==> config.mk <==
export PLATFORM = sky130hd
export DESIGN_NAME = uart_tx_arb
export DESIGN_NICKNAME = d
export VERILOG_FILES = /design/src/rtl/uart_tx_arb.sv
export SDC_FILE = /design/constraint.sdc
export NUM_CORES = 1
export LEC_CHECK = 0
export BUFFER_PORTS_ARGS = -buffer_cell sky130_fd_sc_hd__buf_2
export CORE_UTILIZATION = 42
export DETAILED_ROUTE_END_ITERATION = 8
export HOLD_SLACK_MARGIN = 0.05
export PLACE_DENSITY = 0.75
export SETUP_SLACK_MARGIN = 0.05
export SYNTH_ARGS = -nofsm -noshare
export SYNTH_HDL_FRONTEND = slang
export SYNTH_SLANG_ARGS = --single-unit
==> constraint.sdc <==
create_clock -name clk -period 1.4 [get_ports clk]
set_input_delay 0 -clock clk [delete_from_list [all_inputs] [get_ports clk]]
set_output_delay 0 -clock clk [all_outputs]
set_load 0.005 [all_outputs]
==> src/rtl/uart_tx_arb.sv <==
// uart_tx_arb -- four-way round-robin arbiter in front of a single uart_tx.
//
// Each requester raises its req bit with a byte on its req_data lane. The
// arbiter picks one winner per transfer, hands the byte and baud select to
// the transmitter with a one-cycle tx_send_en pulse, then waits for tx_done
// before reporting completion on done[owner] and going back to arbitrate.
//
// Ports
//   clk          sole clock, rising edge
//   rst          synchronous active-high reset
//   req[3:0]     per-requester send request, held until granted
//   req_data     byte of requester k on bits [8k+7:8k]
//   bps_cfg      baud select, captured at grant time
//   tx_done      end-of-frame pulse from uart_tx
//   grant        one-hot pulse in the LOAD cycle
//   done         one-hot pulse after the owner's frame completes
//   tx_send_en   start pulse to uart_tx
//   tx_data      byte to uart_tx, held from LOAD until the next grant
//   tx_bps_set   baud select to uart_tx, held for the whole transfer
//   busy         high while in LOAD or WAIT
//   timeout_err  pulse when WAIT gives up waiting for tx_done
//
// Optional build macro UART_ARB_TIMEOUT_EN: when defined, WAIT is bounded by
// TIMEOUT_CYCLES cycles; otherwise WAIT lasts until tx_done and timeout_err
// is constant 0.
//
// state  | meaning
// -------+---------------------------------------------------------------
// IDLE   | no transfer; arbitrate among req each cycle
// LOAD   | grant/tx_send_en pulse to the winner, byte handed to uart_tx
// WAIT   | frame in flight; wait for tx_done (or timeout when enabled)

module uart_tx_arb #(
  parameter logic [19:0] TIMEOUT_CYCLES = 20'd600000
) (
  input  logic        clk,
  input  logic        rst,
  input  logic [3:0]  req,
  input  logic [31:0] req_data,
  input  logic [2:0]  bps_cfg,
  input  logic        tx_done,
  output logic [3:0]  grant,
  output logic [3:0]  done,
  output logic        tx_send_en,
  output logic [7:0]  tx_data,
  output logic [2:0]  tx_bps_set,
  output logic        busy,
  output logic        timeout_err
);

  typedef enum logic [1:0] {
    S_IDLE = 2'd0,
    S_LOAD = 2'd1,
    S_WAIT = 2'd2
  } state_t;

  state_t      state, state_nxt;
  logic [1:0]  owner, owner_nxt;
  logic [1:0]  last_owner, last_owner_nxt;
  logic [3:0]  grant_nxt, done_nxt;
  logic        send_nxt, busy_nxt, timeout_nxt;
  logic [7:0]  tx_data_nxt;
  logic [2:0]  bps_nxt;

  logic [1:0]  winner, cand;
  logic        win_found;
  logic        wait_limit;

  // Round-robin search starting just after the previous owner.
  always_comb begin
    winner    = 2'd0;
    win_found = 1'b0;
    cand      = 2'd0;
    for (int i = 0; i < 4; i++) begin
      cand = last_owner + 2'(i + 1);
      if (!win_found && req[cand]) begin
        winner    = cand;
        win_found = 1'b1;
      end
    end
  end

`ifdef UART_ARB_TIMEOUT_EN
  logic [19:0] wait_cnt;

  // wait_cnt counts completed WAIT cycles, so the limit hits on the
  // TIMEOUT_CYCLES-th WAIT cycle.
  assign wait_limit = (20'(wait_cnt + 20'd1) == TIMEOUT_CYCLES);

  always_ff @(posedge clk) begin
    if (rst) begin
      wait_cnt <= 20'd0;
    end else if (state == S_LOAD) begin
      wait_cnt <= 20'd0;
    end else if (state == S_WAIT) begin
      wait_cnt <= 20'(wait_cnt + 20'd1);
    end
  end
`else
  logic unused_timeout_cycles;

  assign unused_timeout_cycles = ^TIMEOUT_CYCLES;
  assign wait_limit            = 1'b0;
`endif

  always_comb begin
    state_nxt      = state;
    owner_nxt      = owner;
    last_owner_nxt = last_owner;
    tx_data_nxt    = tx_data;
    bps_nxt        = tx_bps_set;
    grant_nxt      = 4'b0000;
    done_nxt       = 4'b0000;
    send_nxt       = 1'b0;
    timeout_nxt    = 1'b0;
    case (state)
      S_IDLE: begin
        if (win_found) begin
          state_nxt   = S_LOAD;
          owner_nxt   = winner;
          tx_data_nxt = req_data[{winner, 3'b000} +: 8];
          bps_nxt     = bps_cfg;
          grant_nxt   = 4'b0001 << winner;
          send_nxt    = 1'b1;
        end
      end
      S_LOAD: begin
        state_nxt = S_WAIT;
      end
      S_WAIT: begin
        // tx_done wins over a timeout landing in the same cycle.
        if (tx_done) begin
          done_nxt       = 4'b0001 << owner;
          last_owner_nxt = owner;
          state_nxt      = S_IDLE;
        end else if (wait_limit) begin
          timeout_nxt    = 1'b1;
          last_owner_nxt = owner;
          state_nxt      = S_IDLE;
        end
      end
      default: begin
        state_nxt = S_IDLE;
      end
    endcase
    busy_nxt = (state_nxt != S_IDLE);
  end

  always_ff @(posedge clk) begin
    if (rst) begin
      state       <= S_IDLE;
      owner       <= 2'd0;
      last_owner  <= 2'd3;
      grant       <= 4'b0000;
      done        <= 4'b0000;
      tx_send_en  <= 1'b0;
      tx_data     <= 8'd0;
      tx_bps_set  <= 3'd0;
      busy        <= 1'b0;
      timeout_err <= 1'b0;
    end else begin
      state       <= state_nxt;
      owner       <= owner_nxt;
      last_owner  <= last_owner_nxt;
      grant       <= grant_nxt;
      done        <= done_nxt;
      tx_send_en  <= send_nxt;
      tx_data     <= tx_data_nxt;
      tx_bps_set  <= bps_nxt;
      busy        <= busy_nxt;
      timeout_err <= timeout_nxt;
    end
  end

endmodule

==> results.py, run 1 <==
metrics = {
    "logic_synthesis": {
        "async_flop_share": 0,
        "synth_simple_gate_area_share": 0.219,
        "synth_seq_cells": 27,
        "synth_largest_type_area_fraction": 0.384,
        "warnings_synthesis": 0,
        "synthTopCellsByArea": "sky130_fd_sc_hd__dfxtp_1 (38%), sky130_fd_sc_hd__mux2i_1 (8.5%), sky130_fd_sc_hd__o211ai_2 (7.1%)",
        "post-synth-top-area-cell": "sky130_fd_sc_hd__dfxtp_1",
        "synth.net_count": 180,
        "synth_edf_count": 0,
        "synthMuxAreaShare": 0.0950,
        "post_synth.cell_area_avg_sq_um": 10.2,
        "ys_dominant_reg_cell": "sky130_fd_sc_hd__dfxtp_1",
        "synth_fa_ha_area_frac": 0,
        "yosys.area_share.xor_xnor": 0,
        "synth_cell_types": 43,
        "mappedNetlistArea_sq_um": 1410,
        "largest_family_of_logic_cells_by_synthesized_area": "compound AO/OA/AOI/OAI gates",
        "synth-seq-area-share": 0.384,
        "syn-instance-count": 138,
        "synth-compound-area-share": 0.255,
    },
    "timing": {
        "layout_worst_path_cycle_share": 1.10,
        "rsz0062_at_grt": "true",
        "max_freq_mhz": 648,
        "finalSetupViolCount": 10,
        "period_needed_ns": 1.54,
        "skew_ns": 0.0155,
        "setup_ws_ns": -0.144,
        "maxSlewViolCount": 0,
        "final.hold.worst_slack_ns": 0.0382,
        "final_hold_viol_count": 0,
    },
    "floorplanning": {
        "core_sq_um": 3130,
        "ioPinCount": 64,
        "die-height_um": 59.9,
        "floorplan.die_area_sq_um": 3590,
        "initial_utilization": 0.450,
        "standard_cell_rows": 20,
        "fp.dieW_um": 59.9,
    },
    "placement": {
        "finalWeightedCongestion": 0.699,
        "place_ws_ns": -0.195,
        "port_buffers": 62,
        "hpwl_um": 2590,
    },
    "setup_path": {
        "worstPathRequired_ns": 1.64,
        "critPathMaxFanout": 5,
        "worstPathCellList": "mux2i_4 -> o2bb2ai_4 -> nor2_8 -> mux2i_1 -> o211ai_2",
        "critical_path_arrival_ns": 1.78,
        "worst_path_largest_cell_delay_ns": 0.42,
        "critPathKind": "register to register",
        "critical_path_slowest_stage_cell": "sky130_fd_sc_hd__dfxtp_4",
        "timing.critical_path.from_type": "register",
        "setup.worst_path.end_class": "register",
    },
    "detailed_routing": {
        "remaining_drc_errors": 0,
        "postRouteWirelength_um": 4710,
        "ant_nets": 0,
        "drt_first_pass_iters": 4,
        "dr_total_vias": 1511,
        "dr.first_iter.drc_count": 38,
        "routed_via_density": 5.14,
        "detail_route.wl_per_cell_um": 16.0,
    },
    "finish": {
        "drive_above_1_share": 0.544,
        "fillers": 209,
        "area.growth.synth_to_final_pct": 66.5,
        "mostFrequentLayoutCells": "sky130_fd_sc_hd__buf_2 (62), sky130_fd_sc_hd__dlygate4sd3_1 (28), sky130_fd_sc_hd__dfxtp_1 (26)",
        "most_common_cell_after_layout_fill_and_taps_aside": "sky130_fd_sc_hd__buf_2",
        "final_nets": 293,
        "n_antenna_cell": 0,
    },
    "status": {
        "violated_checks": "setup timing",
        "run_status": "complete, but fails checks",
    },
    "run": {
        "drv_cap": 0,
    },
    "cts": {
        "cts_tree": "done",
        "clock_tree.root_cell": "sky130_fd_sc_hd__clkbuf_4",
        "cts_made_buffers": 3,
        "cts.clk_slew.worst_paths_ns": 0.16,
        "cts.sink_count": 27,
        "clock_insertion_delay_at_the_later_pin_of_the_skew_report_ns": 0.33,
        "cts.htree.levels": 1,
        "cts-root-to-sink-buffers": 2,
    },
    "global_route": {
        "via_count_of_the_first_global_routing_pass": 1418,
        "grt_antenna_before_repair": 0,
        "grt_first_pass_wirelength_um": 6310,
        "grt_start_max_net_pins": 16,
        "grt_total_usage": 0.237,
        "globalRoute.totalOverflow": 0,
    },
    "power": {
        "worst_ir_drop_vdd_v": 0.000645,
        "power.density_nw_per_um2": 829,
        "power_leakage_nw": 1.11,
    },
    "worst_hold_path": {
        "min_path_type": "input port to register",
    },
}
area by class of cell:
cell class,count,area [sq um],area share
timing repair buffer,113,800,0.341
clock buffer,4,26.3,0.0112
multi-input combinational,104,913,0.389
tap,44,55.1,0.0235
inverter,2,7.51,0.00320
sequential,27,544,0.232
through the flow:
stage | cells | util | cell area, sq um | total power (W) | TNS [ns]
finish | 294 | 0.750 | 2350 | 0.00194 | -0.976
global placement | 261 | 0.616 | 1930 | 0.00144 | -0.905
detailed placement | 261 | 0.616 | 1930 | 0.00146 | -1.60
CTS | 289 | 0.713 | 2230 | 0.00187 | -0.394
floorplan | 138 | - | 1420 | 0.00121 | -0.399
global route | 294 | 0.750 | 2350 | 0.00203 | -1.22
what timing repair did:
| item | CTS | global route |
|---|---|---|
| pin swaps | 8 | 11 |
| cloned | 1 | 0 |
| setup endpoints to repair | 14 | 12 |
| hold endpoints to repair | 14 | 4 |
| gates resized for setup | 14 | 16 |
| hold buffers | 23 | 5 |
| setup buffers | 1 | 1 |
logic make-up (layout without fill, tap and decap cells):
kind of cell / after synthesis / in the layout
AOI/OAI and AO/OA: 38 / 38
buffers and inverters: 8 / 119
DFF: 27 / 27
muxes: 13 / 13
other: 1 / 1
and+or+nand+nor: 51 / 52
routing by layer:
layer | vias to the layer above | global-route usage | wire [um] | share of wire
li1 | 717 | - | - | -
met3 | 22 | 0.0390 | 219 | 0.046
met2 | 62 | 0.383 | 2460 | 0.52
met5 | - | 0 | 0 | 0
met4 | 0 | 0.143 | 183 | 0.039
met1 | 710 | 0.295 | 1850 | 0.39
worst max-delay path, delay by kind of cell (launching register included):
kind	cells	cell delay, ns
flip-flops	1	0.42
multiplexers	2	0.58
AND/OR/NAND/NOR	1	0.18
AO/OA/AOI/OAI	2	0.26
report_power, final:
part / internal (W) / total (W) / switching (W)
Clock: 0.000112 / 0.000356 / 0.000245
Sequential: 0.000838 / 0.000885 / 0.0000468
Combinational: 0.000386 / 0.000703 / 0.000317
Total: 0.00134 / 0.00194 / 0.000609
registers in the layout (all words and copies together) (netlist names):
name        count
busy            1
tx_data         8
state           2
done            4
tx_send_en      1
last_owner      2
tx_bps_set      3
grant           4
owner           2
synthesized netlist by cell type (2+ instances only):
library cell / number
sky130_fd_sc_hd__a21bo_2: 7
sky130_fd_sc_hd__a21oi_1: 2
sky130_fd_sc_hd__and2_1: 2
sky130_fd_sc_hd__buf_4: 2
sky130_fd_sc_hd__dfxtp_1: 27
sky130_fd_sc_hd__inv_1: 2
sky130_fd_sc_hd__mux2i_1: 12
sky130_fd_sc_hd__nand2_1: 14
sky130_fd_sc_hd__nand3_1: 8
sky130_fd_sc_hd__nor2_1: 13
sky130_fd_sc_hd__nor2_8: 2
sky130_fd_sc_hd__o211ai_2: 8
sky130_fd_sc_hd__o21ai_0: 9
worst paths after layout:
path                                                 start                       to  depth (start not counted)  slack (ns)
worst min register to register     tx_data[2]$_SDFFE_PP0P_  tx_data[2]$_SDFFE_PP0P_                          2        0.50
worst max-delay path            last_owner[1]$_SDFFE_PP1P_  tx_data[7]$_SDFFE_PP0P_                          5       -0.14
worst max register to register  last_owner[1]$_SDFFE_PP1P_  tx_data[7]$_SDFFE_PP0P_                          5       -0.14
worst min-delay path                           req_data[2]  tx_data[2]$_SDFFE_PP0P_                          4        0.04
Note: power is estimated with default switching activity, not from simulation.
==> inputs of run 2 (changes only) <==
--- a/config.mk
+++ b/config.mk
@@ -6,10 +6,10 @@
 export NUM_CORES = 1
 export LEC_CHECK = 0
 export BUFFER_PORTS_ARGS = -buffer_cell sky130_fd_sc_hd__buf_2
-export CORE_UTILIZATION = 42
+export CORE_UTILIZATION = 45
 export DETAILED_ROUTE_END_ITERATION = 8
 export HOLD_SLACK_MARGIN = 0.05
-export PLACE_DENSITY = 0.75
+export PLACE_DENSITY = 0.76
 export SETUP_SLACK_MARGIN = 0.05
 export SYNTH_ARGS = -nofsm -noshare
 export SYNTH_HDL_FRONTEND = slang
==> constraint.sdc (replaced) <==
create_clock -name clk -period 1.9 [get_ports clk]
set_input_delay 0.38 -clock clk [delete_from_list [all_inputs] [get_ports clk]]
set_output_delay 0.38 -clock clk [all_outputs]
set_load 0.005 [all_outputs]
==> run 2 against run 1 <==
Compared with the run above: global-route usage decreased by 4.7 points; largest power group unchanged; the run ends with DRC left; cell area fell by 25%; largest cell class unchanged; register-to-register slack better by 0.33 ns.
==> results.py, run 2 (synthesis results as in run 1) <==
metrics = {
    "status": {
        "run_status": "complete, but fails checks",
        "violated_checks": "DRC",
    },
    "detailed_routing": {
        "dr.first_iter.drc_count": 36,
        "detail_route.wl_per_cell_um": 13.4,
        "ant_nets": 0,
        "postRouteWirelength_um": 3110,
        "remaining_drc_errors": 3,
        "dr_total_vias": 1226,
        "routed_via_density": 5.28,
        "drt_first_pass_iters": 8,
    },
    "timing": {
        "rsz0062_at_grt": "false",
        "finalSetupViolCount": 0,
        "skew_ns": 0.000998,
        "slew_headroom": 0.632,
        "max_slew.worst_pin.slew_ns": 0.551,
        "setup_ws_ns": 0.186,
        "setup_total_negative_slack_ns": 0,
        "final_hold_viol_count": 0,
        "layout_worst_path_cycle_share": 0.902,
        "period_needed_ns": 1.71,
        "max_freq_mhz": 583,
        "maxSlewViolCount": 0,
    },
    "power": {
        "worst_ir_drop_vdd_v": 0.000329,
        "power_report.internal_total_w": 0.000872,
        "power_leakage_nw": 0.868,
        "switching_portion_of_total_power": 0.294,
        "fin_total_pwr_w": 0.00123,
        "clkPwrFrac": 0.193,
        "power.density_nw_per_um2": 704,
        "power.share.sequential": 0.531,
        "comb_power_share": 0.276,
        "netSwitchingPower_w": 0.000362,
    },
    "finish": {
        "most_common_cell_after_layout_fill_and_taps_aside": "sky130_fd_sc_hd__buf_2",
        "final_nets": 244,
        "reg.largest.list": "tx_data: 8 flops, done: 4 flops, grant: 4 flops",
        "drive_above_1_share": 0.493,
        "largest_register_ff_count": 8,
        "area.growth.synth_to_final_pct": 24.4,
        "top_register_by_number_of_flip_flops": "tx_data",
        "n_antenna_cell": 0,
        "fillers": 255,
        "mostFrequentLayoutCells": "sky130_fd_sc_hd__buf_2 (62), sky130_fd_sc_hd__dfxtp_1 (26), sky130_fd_sc_hd__nand2_1 (14)",
    },
    "cts": {
        "cts.htree.levels": 1,
        "cts.sink_count": 27,
        "cts_tree": "done",
        "cts.clk_slew.worst_paths_ns": 0.13,
        "post-cts-setup-buffers": 0,
        "clock_tree.root_cell": "sky130_fd_sc_hd__clkbuf_4",
        "cts_made_buffers": 3,
        "cts-root-to-sink-buffers": 2,
        "clock_insertion_delay_at_the_later_pin_of_the_skew_report_ns": 0.31,
        "cts_hold_buf": 0,
    },
    "placement": {
        "finalWeightedCongestion": 0.810,
        "place_ws_ns": 0.0845,
        "port_buffers": 62,
        "hpwl_um": 2470,
    },
    "setup_path": {
        "critPathMaxFanout": 10,
        "worstPathCellList": "buf_4 -> nand2_1 -> a31oi_1 -> a211oi_2 -> a21bo_2 -> o211ai_2",
        "critical_path_slowest_stage_cell": "sky130_fd_sc_hd__a211oi_2",
        "timing.reg2reg.setup_slack_ns": 0.19,
        "worstPathRequired_ns": 2.15,
        "reg2regPathDepth": 6,
        "timing.critical_path.from_type": "register",
        "worst_r2r_startpoint": "last_owner[1]$_SDFFE_PP1P_",
        "setup.worst_path.end_class": "register",
        "critPathKind": "register to register",
        "critical_path_arrival_ns": 1.96,
        "rr_endpoint": "tx_data[6]$_SDFFE_PP0P_",
        "worst_path_largest_cell_delay_ns": 0.54,
    },
    "floorplanning": {
        "standard_cell_rows": 19,
        "core_sq_um": 2850,
        "floorplan.die_area_sq_um": 3360,
        "die-height_um": 58.0,
        "fp.dieW_um": 58.0,
        "ioPinCount": 64,
        "initial_utilization": 0.494,
    },
    "global_route": {
        "grt_start_max_net_pins": 16,
        "grt_antenna_before_repair": 0,
        "grt_total_usage": 0.191,
        "grt_first_pass_wirelength_um": 4890,
        "globalRoute.totalOverflow": 0,
        "via_count_of_the_first_global_routing_pass": 1150,
    },
    "worst_hold_path": {
        "min_path_type": "input port to register",
        "timing.hold.worst_endpoint": "tx_bps_set[0]$_SDFFE_PP0P_",
        "worst_hold_path.num_cells": 3,
        "hold_path_startpoint": "bps_cfg[0]",
    },
    "run": {
        "drv_cap": 0,
    },
}
## run 2: cell count changes in the layout (fill, tap and decap cells not counted), sizes merged
cell         delta
buf            -20
dlygate4sd3    -28
nor2            -1
## run 2: worst max path at each step
stage,startpoint,to,slack [ns],cells after the start
finish,last_owner[1]$_SDFFE_PP1P_,tx_data[6]$_SDFFE_PP0P_,0.19,6
global route,last_owner[1]$_SDFFE_PP1P_,tx_data[6]$_SDFFE_PP0P_,0.1,6
CTS,last_owner[1]$_SDFFE_PP1P_,tx_data[4]$_SDFFE_PP0P_,0.09,5
detailed placement,req[3],tx_data[0]$_SDFFE_PP0P_,0.08,6
global placement,req[3],tx_data[1]$_SDFFE_PP0P_,0.14,6
floorplan,req[3],tx_data[0]$_SDFFE_PP0P_,0.37,6
## run 2: metal layers
| layer | GRT usage | vias up | wire length [um] |
|---|---|---|---|
| met5 | 0 | - | 0 |
| met4 | 0.0646 | 0 | 34 |
| met3 | 0.0313 | 4 | 149 |
| met2 | 0.343 | 38 | 1610 |
| met1 | 0.229 | 563 | 1310 |
| li1 | - | 621 | - |
## run 2: what timing repair did
item,CTS,global route
endpoints found under the hold margin,0,0
gates resized for setup,0,1
endpoints found under the setup margin,0,8
## run 2: layout make-up
| class | count | area (sq um) | share of cell area |
|---|---|---|---|
| multi-input combinational | 103 | 806 | 0.460 |
| sequential | 27 | 542 | 0.309 |
| timing repair buffer | 65 | 333 | 0.190 |
| tap | 31 | 38.8 | 0.0221 |
| clock buffer | 4 | 26.3 | 0.0150 |
| inverter | 2 | 7.51 | 0.00428 |
## run 2: critical path: cells and delay by family, from the launching register on
kind            cells  cell delay [ns]
compound gates      4             1.03
buf+inv             1             0.16
flops               1             0.40
simple gates        1             0.05
## run 2: through the flow
step | hold slack, ns | util | cells | cell area [sq um]
final | 0.288 | 0.614 | 232 | 1750
after global routing | 0.294 | 0.614 | 232 | 1750
after CTS | 0.287 | 0.614 | 232 | 1750
after detailed placement | 0.464 | 0.605 | 228 | 1730
after global placement | 0.452 | 0.605 | 228 | 1730
after floorplan | 0.440 | - | 138 | 1410
## run 2: power groups by stage
stage | clock network [W] | registers, W | logic (W)
2_1_floorplan | 0 | 0.000666 | 0.000221
4_1_cts | 0.000247 | 0.000656 | 0.000343
3_3_place_gp | 0 | 0.000664 | 0.000331
3_5_place_dp | 0 | 0.000669 | 0.000341
5_1_grt | 0.000269 | 0.000662 | 0.000372
6_report | 0.000238 | 0.000655 | 0.000341
